[src/rtl/pipe_pkg.sv]
// pipe_pkg: shared types and constants for pipeline stage registers.
// Contents:
//   pipe_state_t - occupancy state of a stage register (EMPTY, FULL, SKID).
//   STAT_W_DEF   - default width of the performance counters.
//   *_W          - payload widths packed by each instantiating stage.
package pipe_pkg;

    typedef enum logic [1:0] {
        EMPTY = 2'd0,
        FULL  = 2'd1,
        SKID  = 2'd2
    } pipe_state_t;

    localparam int STAT_W_DEF = 16;

    localparam int IF_ID_W  = 64;
    localparam int ID_EX_W  = 148;
    localparam int EX_MEM_W = 107;
    localparam int MEM_WB_W = 71;

endpackage

[src/rtl/sat_counter.sv]
// sat_counter: saturating up-counter with synchronous clear.
// Ports:
//   clk   - rising-edge clock.
//   rst_n - asynchronous active-low reset; sets count to 0.
//   inc   - add one this cycle, unless the count is already all ones.
//   clr   - synchronous clear to 0; takes priority over inc.
//   count - current count value.
module sat_counter
    import pipe_pkg::*;
#(
    parameter int STAT_W = STAT_W_DEF
) (
    input  logic              clk,
    input  logic              rst_n,
    input  logic              inc,
    input  logic              clr,
    output logic [STAT_W-1:0] count
);

    always_ff @(posedge clk or negedge rst_n) begin
        if (!rst_n)
            count <= '0;
        else if (clr)
            count <= '0;
        else if (inc && count != '1)
            count <= count + 1'b1;
    end

endmodule

[src/rtl/pipe_stage_reg.sv]
// pipe_stage_reg: valid/ready pipeline stage register with an optional skid entry, flush and stall counter.
// Ports:
//   clk       - rising-edge clock.
//   rst_n     - asynchronous active-low reset.
//   in_valid  - upstream payload valid.
//   in_ready  - stage accepts a payload this cycle.
//   in_data   - upstream payload.
//   out_valid - payload valid to downstream.
//   out_ready - downstream accepts the payload.
//   out_data  - payload to downstream; held stable while stalled.
//   flush     - drop every held entry and any simultaneous input; leave a bubble.
//   stat_clr  - synchronous clear of the stall counter.
//   stall_cnt - saturating count of cycles with out_valid & ~out_ready.
module pipe_stage_reg
    import pipe_pkg::*;
#(
    parameter int               WIDTH      = 32,
    parameter int               SKID_EN    = 1,
    parameter logic [WIDTH-1:0] BUBBLE_VAL = '0,
    parameter int               STAT_W     = STAT_W_DEF
) (
    input  logic              clk,
    input  logic              rst_n,
    input  logic              in_valid,
    output logic              in_ready,
    input  logic [WIDTH-1:0]  in_data,
    output logic              out_valid,
    input  logic              out_ready,
    output logic [WIDTH-1:0]  out_data,
    input  logic              flush,
    input  logic              stat_clr,
    output logic [STAT_W-1:0] stall_cnt
);

    pipe_state_t      state_q, state_d;
    logic [WIDTH-1:0] main_q, main_d;
    logic [WIDTH-1:0] skid_q, skid_d;
    logic             acc, rel;

    assign out_valid = state_q != EMPTY;
    assign out_data  = main_q;
    // With the skid entry, in_ready depends only on the state register, so
    // no combinational path runs from out_ready back to in_ready.
    assign in_ready  = SKID_EN != 0 ? state_q != SKID : (out_ready || !out_valid);
    assign acc       = in_valid && in_ready;
    assign rel       = out_valid && out_ready;

    always_ff @(posedge clk or negedge rst_n) begin
        if (!rst_n) begin
            state_q <= EMPTY;
            main_q  <= BUBBLE_VAL;
            skid_q  <= BUBBLE_VAL;
        end else begin
            state_q <= state_d;
            main_q  <= main_d;
            skid_q  <= skid_d;
        end
    end

    always_comb begin
        state_d = state_q;
        main_d  = main_q;
        skid_d  = skid_q;
        if (flush) begin
            state_d = EMPTY;
            main_d  = BUBBLE_VAL;
            skid_d  = BUBBLE_VAL;
        end else begin
            case (state_q)
                EMPTY: begin
                    if (acc) begin
                        state_d = FULL;
                        main_d  = in_data;
                    end
                end
                FULL: begin
                    if (acc && rel) begin
                        main_d = in_data;
                    end else if (rel) begin
                        state_d = EMPTY;
                        main_d  = BUBBLE_VAL;
                    end else if (acc && SKID_EN != 0) begin
                        state_d = SKID;
                        skid_d  = in_data;
                    end
                end
                SKID: begin
                    if (rel) begin
                        state_d = FULL;
                        main_d  = skid_q;
                        skid_d  = BUBBLE_VAL;
                    end
                end
                default: begin
                    state_d = EMPTY;
                    main_d  = BUBBLE_VAL;
                    skid_d  = BUBBLE_VAL;
                end
            endcase
        end
    end

    sat_counter #(.STAT_W(STAT_W)) u_stall_cnt (
        .clk   (clk),
        .rst_n (rst_n),
        .inc   (out_valid && !out_ready),
        .clr   (stat_clr),
        .count (stall_cnt)
    );

endmodule

[config.mk]
export PLATFORM = sky130hd
export DESIGN_NAME = pipe_stage_reg
export DESIGN_NICKNAME = d
export VERILOG_FILES = /design/src/rtl/pipe_pkg.sv /design/src/rtl/sat_counter.sv /design/src/rtl/pipe_stage_reg.sv
export SDC_FILE = /design/constraint.sdc
export NUM_CORES = 1
export LEC_CHECK = 0
export ABC_AREA = 0
export BUFFER_PORTS_ARGS = -buffer_cell sky130_fd_sc_hd__buf_4
export CORE_MARGIN = 2
export CORE_UTILIZATION = 49
export DETAILED_ROUTE_END_ITERATION = 7
export HOLD_SLACK_MARGIN = 0.02
export PLACE_DENSITY = 0.74
export SLEW_MARGIN = 10
export SYNTH_ARGS = -nofsm -noshare
export SYNTH_HDL_FRONTEND = slang
export SYNTH_SLANG_ARGS = --single-unit
[constraint.sdc]
create_clock -name clk -period 2 [get_ports clk]
set_input_delay 0.5 -clock clk [delete_from_list [all_inputs] [get_ports clk]]
set_output_delay 0.5 -clock clk [all_outputs]
set_load 0.05 [all_outputs]
Word-level counts from Yosys, hierarchy flattened
Cells that the tools add are included.
{"block": "totals", "register_bits": 82, "latch_bits": 0, "mem_bits_rw": 0, "romBits": 0, "word_cells": 48, "n_memories": 0}
{"block": "classes", "n_addsub": 1, "mul": 0, "n_div": 0, "magnitude_cmp": 0, "n_eq_ne": 12, "shift": 0, "mux": 19, "bitwise_logic": 0, "n_reduce_logical": 12}
{"operator": "two-way mux 32 bit", "count": 8}
{"operator": "one-hot mux 32 bit (3 select lines)", "count": 2}
{"operator": "two-way mux 16 bit", "count": 2}
{"operator": "adder 16 x 1 -> 16 bit (second input constant)", "count": 1}
{"operator": "inequality test 16 bit (second input constant)", "count": 1}
{"operator": "inequality test 3 bit (second input constant)", "count": 5}
{"operator": "two-way mux 2 bit", "count": 6}
{"operator": "inequality test 4 bit (second input constant)", "count": 2}
{"operator": "one-hot mux 2 bit (3 select lines)", "count": 1}
{"operator": "logical AND 1 bit", "count": 5}
{"operator": "AND reduction 5 bit", "count": 1}
{"operator": "inequality test 2 bit (second input constant)", "count": 2}
{"operator": "AND reduction 4 bit", "count": 1}
{"operator": "nonzero test 2 bit", "count": 2}
{"operator": "AND reduction 3 bit", "count": 1}
{"operator": "equality test 2 x 1 -> 1 bit (second input constant)", "count": 1}
{"operator": "equality test 2 bit (second input constant)", "count": 1}
{"operator": "zero test 2 bit", "count": 1}
{"operator": "zero test 1 bit", "count": 1}

Longest topological paths before layout
{"block": "logic_depth", "ltp_word": 7, "mapped_depth": 6}

By module
Synthesis repeated with hierarchy kept, for this count alone.
{"block": "hier_totals", "hier_cells": 371, "area_unflattened_um2": 4170.2}
{"mod": "pipe_stage_reg", "instances": 1, "cells_per_inst": 273, "area_each_um2": 3228.1, "seq_area_each_um2": 1651.6}
{"mod": "sat_counter", "instances": 1, "cells_per_inst": 98, "area_each_um2": 942.2, "seq_area_each_um2": 400.4}

Worst setup path before layout
OpenSTA, ideal clock, no wires.
{"block": "synth_timing", "kind": "register -> register", "startpoint": "reg u_stall_cnt.count[0]", "endpoint": "reg u_stall_cnt.count[14]", "setup_time_ps": 78, "arrival_time_ps": 2264, "t_required_ps": 1922, "slack_ps": -342, "path_stages_with_launch": 7, "n_path_buf": 1, "synth_period_minus_slack_ps": 2342, "path_cell_list": "dfrtp_1 > ha_1 > nand3_1 > or4_1 > clkbuf_2 > or4_1 > a21oi_1"}
{"block": "synth_via", "elab_chain_len": 3, "elab_cells_between_ends": 6, "classes_between": "add/sub (1); eq/ne (1); mux (2); reduce/logical (2)"}
{"element": "start, declared", "line_no": "sat_counter.sv:17", "source": "output logic [STAT_W-1:0] count"}
{"element": "start signal, assigned", "line_no": "sat_counter.sv:26", "source": "count <= count + 1'b1;"}
{"element": "adder 16 x 1 -> 16 bit or inequality test 16 bit (tied branches)", "line_no": "sat_counter.sv:26, sat_counter.sv:25"}
{"element": "two-way mux 16 bit or logical AND 1 bit (tied branches)", "line_no": "sat_counter.sv:25", "source": "else if (inc && count != '1)"}
{"element": "two-way mux 16 bit or nonzero test 2 bit (tied branches)"}
Several ways; a longest one is shown, not always the timed one. The select of a mux whose other input is x is not followed.
A chain may end at the register's enable or synchronous reset.

Final worst setup path
{"block": "layout_timing", "startpoint": "reg state_q[0]", "endpoint": "out out_valid"}
{"block": "layout_via", "elab_chain_len": 1}
{"element": "start, declared", "line_no": "pipe_stage_reg.sv:35", "source": "pipe_state_t state_q, state_d;"}
{"element": "start signal, assigned", "line_no": "pipe_stage_reg.sv:54", "source": "state_q <= state_d;"}
{"element": "nonzero test 2 bit", "line_no": "pipe_stage_reg.sv:40", "source": "assign out_valid = state_q != EMPTY;"}
{"element": "end, declared", "line_no": "pipe_stage_reg.sv:27", "source": "output logic out_valid,"}
Every way passes these cells.

==> key figures <==
Outcome
  • Status: complete, no violations

Timing
  • Rel. slew slack: 0.546
  • RSZ-0062 raised after global routing: no
  • Tcrit/Tclk final: 0.978
  • Worst slew pin tran: around 0.68 ns
  • Setup TNS: 0 ns
  • Final Hold Viols: 0
  • Final setup viols: 0
  • Max Slew Vio Count: 0
  • Max Clock Freq: a little over 500 MHz
  • Tmin final: approximately 2.0 ns
  • Clk_skew: 0.00956 ns

Route
  • DR vias: 3261
  • Initial DRC count: about 170
  • 1st-pass router iterations: 5
  • Wire length per cell: roughly 16 um
  • WL final: 9460 um
  • Average via count per standard cell: 5.56
  • Detail Route Antenna Nets: 0
  • DRC Markers: 0

Floorplan
  • Die span in y: between 90 and 100 um
  • Die ar.: approximately 8700 um^2
  • Die width: 93.4 um
  • # rows: 32
  • I/O Pins: between 80 and 90
  • CORE AREA: between 7000 and 8000 um^2
  • Starting Density: 0.506

Logic synthesis
  • Seq/Total Area, Yosys: 0.524
  • #FFs+latches synth: 82
  • Post-synth EDFFs: 0
  • Primary FF master, synth: dfrtp_1
  • Syn_area_per_cell: ~10 um^2
  • Syn Inst Count: 381
  • Mapped cell area: 3910 um^2
  • Ys async rst share: 1.00
  • Synthesis Warnings: 0
  • Syn nets: 420
  • Cell variety after synth: 38

Critical path
  • Setup crit end kind: primary output
  • Setup CP Type: flop to primary output
  • Reg-to-reg startpoint: u_stall_cnt.count[4]
  • Top Family by Delay on Critical Path: flip-flops
  • Critical path cell sequence: buf_4 -> or2_2 -> buf_6
  • Critical Path Source: state_q[0]
  • Crit path launch type: flop
  • Worst Path Buf+Inv: 2
  • R2r setup slk: 0.12 ns
  • Critical Path RT: 1.50 ns
  • Crit-path slowest cell: dfrtp_2
  • CP arrival: 1.46 ns
  • Critical-path maximum fanout: 9
  • Slowest Stage Delay on Critical Path: 0.45 ns

Clock network
  • H-Tree Depth: 3
  • Clk pin slew, worst setup/hold paths: ~0.090 ns
  • Clk buf depth: 2
  • CTS Root Buffer Type: clkbuf_8
  • CTS tree: yes
  • Clk sink count: 82
  • TritonCTS buffer count: 9
  • Clk_lat worst skew: 0.34 ns

Layout
  • Fillers: 632
  • Share of layout cells above drive strength 1: 0.314
  • P&R area growth vs syn: 29.7%
  • Reg area: 2060 um^2
  • Net count of the finished layout: 518
  • Multi-input logic area: 1690 um^2
  • Final std cells w/o fill: a little under 600
  • Commonest non-fill, non-tap cell in the layout: buf_4
  • Most frequent cells in the layout: buf_4, dfrtp_1, nand2_1
  • Ant diodes: 0

Place
  • HPWL after detailed placement: 6400 um
  • Port buffer count: 87
  • RD Place Congestion: 0.893
  • Placed cells: 568

Pwr
  • Pwr Density: 745 nW/um^2
  • Peak supply drop: 0.000503 V
  • Seq pwr share: 0.476
  • Switch share: 0.298
  • Static Leakage: 0.00232 uW
  • Clk network pwr share: 0.330
  • Power Total: 3780 uW
  • Logic gate share of total power: 0.193
  • Int Pwr: about 2700 uW
  • Net load switching power: 1130 uW

GRT
  • Largest net degree at the start of global routing: 42
  • First-pass GRT wire length: 15500 um
  • Global route overflow: 0
  • Initial antenna violation count: 0
  • Vias in the first global route: 3235
  • Tot GR Track Use: 0.223

Min path
  • Hold Path Class: input pin to async pin

Job
  • Max_cap viols: 0
synthesized netlist by cell type (2+ instances only):
| master | number | share of area |
|---|---|---|
| o2bb2ai_1 | 32 | 0.072 |
| or4_1 | 3 | 0.0058 |
| mux2i_1 | 38 | 0.097 |
| nor2_1 | 16 | 0.015 |
| a31oi_1 | 3 | 0.0048 |
| buf_2 | 3 | 0.0038 |
| inv_1 | 36 | 0.035 |
| nor4_1 | 4 | 0.0064 |
| or3_1 | 7 | 0.011 |
| and4_1 | 2 | 0.0045 |
| a211oi_1 | 2 | 0.0038 |
| or2_2 | 2 | 0.0032 |
| dfrtp_1 | 82 | 0.52 |
| o31ai_1 | 3 | 0.0058 |
| nand2b_1 | 2 | 0.0032 |
| nand3_1 | 6 | 0.0077 |
| nand2_1 | 43 | 0.041 |
| a21oi_1 | 12 | 0.015 |
| nor3_1 | 4 | 0.0051 |
| and3_1 | 4 | 0.0064 |
| a22oi_1 | 32 | 0.061 |
| buf_1 | 3 | 0.0029 |
| clkbuf_1 | 17 | 0.016 |
| o21ai_0 | 8 | 0.010 |
| nand4_1 | 4 | 0.0064 |
cell families (layout without fill, tap and decap cells):
group / after synthesis / count (layout) / synth area share
and+or+nand+nor: 101 / 102 / 0.124
DFF: 82 / 82 / 0.524
AOI/OAI and AO/OA: 97 / 97 / 0.187
adders and majority gates: 1 / 1 / 0.00320
muxes: 39 / 39 / 0.100
buffers and inverters: 61 / 163 / 0.0617
stage by stage:
step	instance area (um^2)	hold slack, ns	util	worst slack, ns
global placement	4830	0.442	0.625	-0.0690
floorplan	3950	0.204	-	-0.0721
detailed placement	4830	0.450	0.625	-0.183
global route	5080	0.0792	0.657	0.000783
CTS	5050	0.0683	0.654	0.000288
finish	5080	0.0668	0.657	0.0442
sequential cells by signal, summed over array words and instances, names as in the netlist:
name / cells
out_data: 32
skid_q: 32
state_q: 2
u_stall_cnt.count: 16
final cells by class:
type | instances | area share
Clock buffer | 11 | 0.0298
Clock inverter | 5 | 0.0123
Inverter | 36 | 0.0266
Multi-Input combinational cell | 239 | 0.332
Sequential cell | 82 | 0.406
Tap cell | 102 | 0.0251
Timing Repair Buffer | 111 | 0.168
final timing paths:
| kind | cells past startpoint | to |
|---|---|---|
| max | 3 | out_valid |
| min | 1 | u_stall_cnt.count[5] |
| max reg2reg | 4 | u_stall_cnt.count[12] |
| min reg2reg | 1 | out_data[10] |
| max in group asynchronous | 2 | out_data[17] |
| min in group clk | 3 | skid_q[10] |
per-layer routing:
layer / share of wire / vias up / GRT usage
met5: 0 / - / 0
met1: 0.45 / 1602 / 0.304
met3: 0.043 / 12 / 0.0355
li1: - / 1564 / -
met2: 0.49 / 83 / 0.363
met4: 0.014 / 0 / 0.0809
power groups by stage:
| stage | combinational [uW] | sequential, uW | clock [uW] |
|---|---|---|---|
| global route | 786 | 1810 | 1340 |
| floorplan | 251 | 2010 | 0 |
| finish | 731 | 1800 | 1250 |
| detailed placement | 728 | 1830 | 0 |
| CTS | 732 | 1800 | 1270 |
| global placement | 714 | 1830 | 0 |
repair_timing:
item / CTS / global route
pin swaps: 0 / 1
gates cloned: 0 / 1
buffers inserted: 0 / 1
endpoints found under the setup margin: 10 / 34
gates resized for setup: 4 / 3
hold buffers: 0 / 0
(Power assumes the default switching activity.)
